--- src/rtl/store_check_table.sv ---
// store_check_table: NUM_EXP x (addr,data) expected-store regfile,
// one synchronous write port, asynchronous read at the compare index.
module store_check_table #(
  parameter int AW      = 32,
  parameter int DW      = 32,
  parameter int NUM_EXP = 4,
  parameter int IW      = 2
) (
  input  logic          clk,
  input  logic          we,
  input  logic [IW-1:0] widx,
  input  logic [AW-1:0] waddr,
  input  logic [DW-1:0] wdata,
  input  logic [IW-1:0] ridx,
  output logic [AW-1:0] raddr,
  output logic [DW-1:0] rdata
);

  logic [AW-1:0] addr_q [NUM_EXP];
  logic [DW-1:0] data_q [NUM_EXP];

  // Contents survive reset so a table loaded once can be re-run.
  always_ff @(posedge clk) begin
    if (we) begin
      addr_q[widx] <= waddr;
      data_q[widx] <= wdata;
    end
  end

  always_comb begin
    raddr = '0;
    rdata = '0;
    if (int'(ridx) < NUM_EXP) begin
      raddr = addr_q[ridx];
      rdata = data_q[ridx];
    end
  end

endmodule

--- config.mk ---
export PLATFORM = sky130hd
export DESIGN_NAME = store_check_table
export DESIGN_NICKNAME = d
export VERILOG_FILES = /design/src/rtl/store_check_table.sv
export SDC_FILE = /design/constraint.sdc
export NUM_CORES = 1
export LEC_CHECK = 0
export ABC_AREA = 0
export CAP_MARGIN = 20
export CORE_ASPECT_RATIO = 2
export CORE_MARGIN = 2
export CORE_UTILIZATION = 54
export DETAILED_ROUTE_END_ITERATION = 10
export GPL_ROUTABILITY_DRIVEN = 0
export PLACE_DENSITY_LB_ADDON = 0.08
export SLEW_MARGIN = 10
export SYNTH_ARGS = -nofsm -noshare
export SYNTH_HDL_FRONTEND = slang
export SYNTH_SLANG_ARGS = --single-unit
export TNS_END_PERCENT = 10
--- constraint.sdc ---
create_clock -name clk -period 8.6 [get_ports clk]
set_input_delay 1.72 -clock clk [delete_from_list [all_inputs] [get_ports clk]]
set_output_delay 1.72 -clock clk [all_outputs]
set_load 0.02 [all_outputs]
==> tab_implementation.tex <==
\begin{tabular}{lr}
\hline
Metric & Value \\
\hline
\multicolumn{2}{l}{\textbf{Detailed routing}} \\
Via density & 5.66 \\
Starting DRT DRC Count & about 230 \\
Antenna Violating Nets Remaining & 0 \\
Routed wire length & roughly 15,000 um \\
First-pass detailed-route iteration total & 4 \\
DRC violation count after routing & 0 \\
Routed WL per cell & 21.5 um \\
Number of vias after detailed routing & 4,016 \\
\multicolumn{2}{l}{\textbf{Floorplan}} \\
Cell Rows & a little under 70 \\
I/O pin count & roughly 130 \\
Area enclosed by the die boundary & 0.0184 mm2 \\
Width of the die & 97 um \\
Initial core utilization & 0.546 \\
Floorplan die height & 190 um \\
Area of the core & 0.0171 mm2 \\
\multicolumn{2}{l}{\textbf{Global route}} \\
Gr ovfl total & 0 \\
Overall track demand over capacity in global routing & 0.169 \\
Via count of the first global-routing pass & 4,384 \\
Maximum number of pins on one net before global-route repair & 65 \\
Global-route wire length before repair & 24,000 um \\
Initial antenna violation count & 0 \\
\multicolumn{2}{l}{\textbf{Clock network}} \\
Post CTS Setup Buffer Count & 0 \\
Cts hold-fix bufs & 0 \\
CTS clk-pin slew, worst paths & 60 ps \\
TritonCTS clock tree & done \\
Root Buffer Master & sky130\_fd\_sc\_hd\_\_clkbuf\_16 \\
Cells resized by post-CTS repair & 0 \\
Worst-case clock buffer depth & 3 \\
Number of buffers inserted during clock tree synthesis & 21 \\
Depth of the CTS H-tree & 1 \\
Sink Count & 256 \\
\multicolumn{2}{l}{\textbf{Setup path}} \\
Category of the most critical setup path & in2out \\
Capturing element type of the critical path & output port \\
WP data required & 6880 ps \\
Worst path arrival time & $\sim$4000 ps \\
Start point of the critical path & ridx[0] \\
Startpoint type of the worst setup path & input port \\
Maximum fanout along the worst path & 40 \\
\multicolumn{2}{l}{\textbf{Timing}} \\
RSZ-0062 raised after global routing & no \\
Final Hold Slack & approximately 1900 ps \\
Max-slew violations & 0 \\
Relative slew slack & 0.340 \\
Crit path setup slack, layout & around 2800 ps \\
Final-report hold violation count & 0 \\
Setup TNS & 0 ps \\
Final critical-path share of the clock period & 0.680 \\
Slew at the pin closest to its max-slew limit & 991 ps \\
Max Freq & 171 MHz \\
Final critical path time including I/O delays and setup & a little under 6000 ps \\
Count of final setup violators & 0 \\
\multicolumn{2}{l}{\textbf{Synthesis}} \\
Number of instances in the synthesized netlist & 338 \\
Count of yosys warnings during synthesis & 0 \\
Syn Nets & 408 \\
Share of the yosys chip area belonging to registers & 0.823 \\
Flop and latch count out of synthesis & 256 \\
Netlist area before placement & 0.00934 mm2 \\
Synthesized area per cell & 27.6 um2 \\
Synth cell types & 10 \\
\multicolumn{2}{l}{\textbf{Layout}} \\
Total Nets Final & approximately 560 \\
Growth of design area from synthesis to finish & 23.6\% \\
Ratio of cells with drive above 1 in the final layout & 0.210 \\
Final cell count without fillers & 710 \\
Filler cell count & 1,056 \\
Antenna diode count & 0 \\
\multicolumn{2}{l}{\textbf{Min path}} \\
Hold endpoint & addr\_q[2][19] \\
Number of cells on the worst hold path & 1 \\
Start point of the worst hold path & waddr[19] \\
Worst min-delay path class & in2reg \\
\multicolumn{2}{l}{\textbf{Placement}} \\
Total half-perimeter wirelength after legalization and detailed placement & 8930 um \\
Placed cell count & 671 \\
Worst slack at placement & 2670 ps \\
Number of port buffers & 133 \\
\multicolumn{2}{l}{\textbf{Run status}} \\
Run status & completed \\
\multicolumn{2}{l}{\textbf{Job}} \\
Number of max-cap violations & 0 \\
\multicolumn{2}{l}{\textbf{Power and ir drop}} \\
IR Drop Worst-Case VDD & 0.000251 V \\
Total leakage power & 0.00369 uW \\
Cell area power density & $\sim$230 mW/mm2 \\
\hline
\end{tabular}
[worst max-delay path: stages]
cell,delay (ps)
sky130_fd_sc_hd__buf_4,590
sky130_fd_sc_hd__buf_4,560
sky130_fd_sc_hd__mux4_1,640
sky130_fd_sc_hd__clkdlybuf4s50_1,570
[synthesized netlist by cell type]
| cell type | number | share of area |
|---|---|---|
| sky130_fd_sc_hd__buf_12 | 6 | 0.013 |
| sky130_fd_sc_hd__and3_1 | 1 | 0.00067 |
| sky130_fd_sc_hd__mux4_1 | 4 | 0.011 |
| sky130_fd_sc_hd__edfxtp_1 | 256 | 0.82 |
| sky130_fd_sc_hd__nor3b_1 | 1 | 0.00080 |
| sky130_fd_sc_hd__clkbuf_2 | 1 | 0.00054 |
| sky130_fd_sc_hd__and3b_1 | 2 | 0.0019 |
| sky130_fd_sc_hd__buf_6 | 1 | 0.0012 |
| sky130_fd_sc_hd__mux4_2 | 60 | 0.14 |
| sky130_fd_sc_hd__buf_2 | 6 | 0.0032 |
[report_power, final]
part | internal [uW] | total [uW] | switching, uW | leakage, uW
registers | 1440 | 1450 | 13.4 | 0.00235
clock network | 543 | 943 | 399 | 0.000335
logic | 123 | 235 | 112 | 0.00100
[cell usage in the layout (no fill, tap or decap)]
cell type,synthesis,routed
sky130_fd_sc_hd__mux4_2,60,60
sky130_fd_sc_hd__clkdlybuf4s50_1,0,131
sky130_fd_sc_hd__clkinv_4,0,1
sky130_fd_sc_hd__nor3b_2,0,1
sky130_fd_sc_hd__inv_6,0,2
sky130_fd_sc_hd__buf_4,0,5
sky130_fd_sc_hd__clkbuf_1,0,3
sky130_fd_sc_hd__bufinv_16,0,3
sky130_fd_sc_hd__clkinv_1,0,1
sky130_fd_sc_hd__clkbuf_16,0,21
sky130_fd_sc_hd__mux4_1,4,4
sky130_fd_sc_hd__clkinvlp_4,0,2
sky130_fd_sc_hd__buf_12,6,1
sky130_fd_sc_hd__clkinv_2,0,4
sky130_fd_sc_hd__buf_16,0,1
sky130_fd_sc_hd__and3b_4,0,2
sky130_fd_sc_hd__edfxtp_1,256,256
sky130_fd_sc_hd__buf_2,6,1
sky130_fd_sc_hd__and3_4,0,1
[flip-flops by register name, indices dropped and copies added (netlist names)]
signal / cells
addr_q: 128
data_q: 128
[area by class of cell]
cell class	count	area [um2]	share of cell area
Clock inverter	13	155	0.0134
Timing Repair Buffer	139	1400	0.121
Clock buffer	24	537	0.0465
Tap cell	210	263	0.0228
Multi-Input combinational cell	68	1510	0.130
Sequential cell	256	7690	0.666
[per-layer routing]
metal / wire, um / global-route usage / vias up
li1: - / - / 1784
met1: 5650 / 0.202 / 2066
met2: 8180 / 0.300 / 131
met3: 1010 / 0.0426 / 35
met4: 440 / 0.0563 / 0
met5: 0 / 0 / -
[worst max-delay path by stage]
stage | endpoint | slack, ps | depth (start not counted)
floorplan | addr_q[0][0] | 1600 | 1
global placement | raddr[1] | 2690 | 4
detailed placement | raddr[31] | 2670 | 4
CTS | raddr[31] | 2650 | 4
global route | rdata[31] | 2530 | 4
finish | raddr[31] | 2760 | 4
[metrics by stage]
stage / total power [uW] / area (um2) / utilization
2_1_floorplan: 1600 / 9340 / -
3_3_place_gp: 1710 / 10800 / 0.632
3_5_place_dp: 1720 / 10800 / 0.632
4_1_cts: 2660 / 11500 / 0.673
5_1_grt: 2720 / 11500 / 0.675
6_report: 2630 / 11500 / 0.675
[kinds of logic (layout without fill, tap and decap cells)]
family	after synthesis	after routing	synth area share
and+or+nand+nor	4	4	0.00335
muxes	64	64	0.156
buffers and inverters	14	176	0.0178
DFF	256	256	0.823
Power figures use the tool's default switching activity.
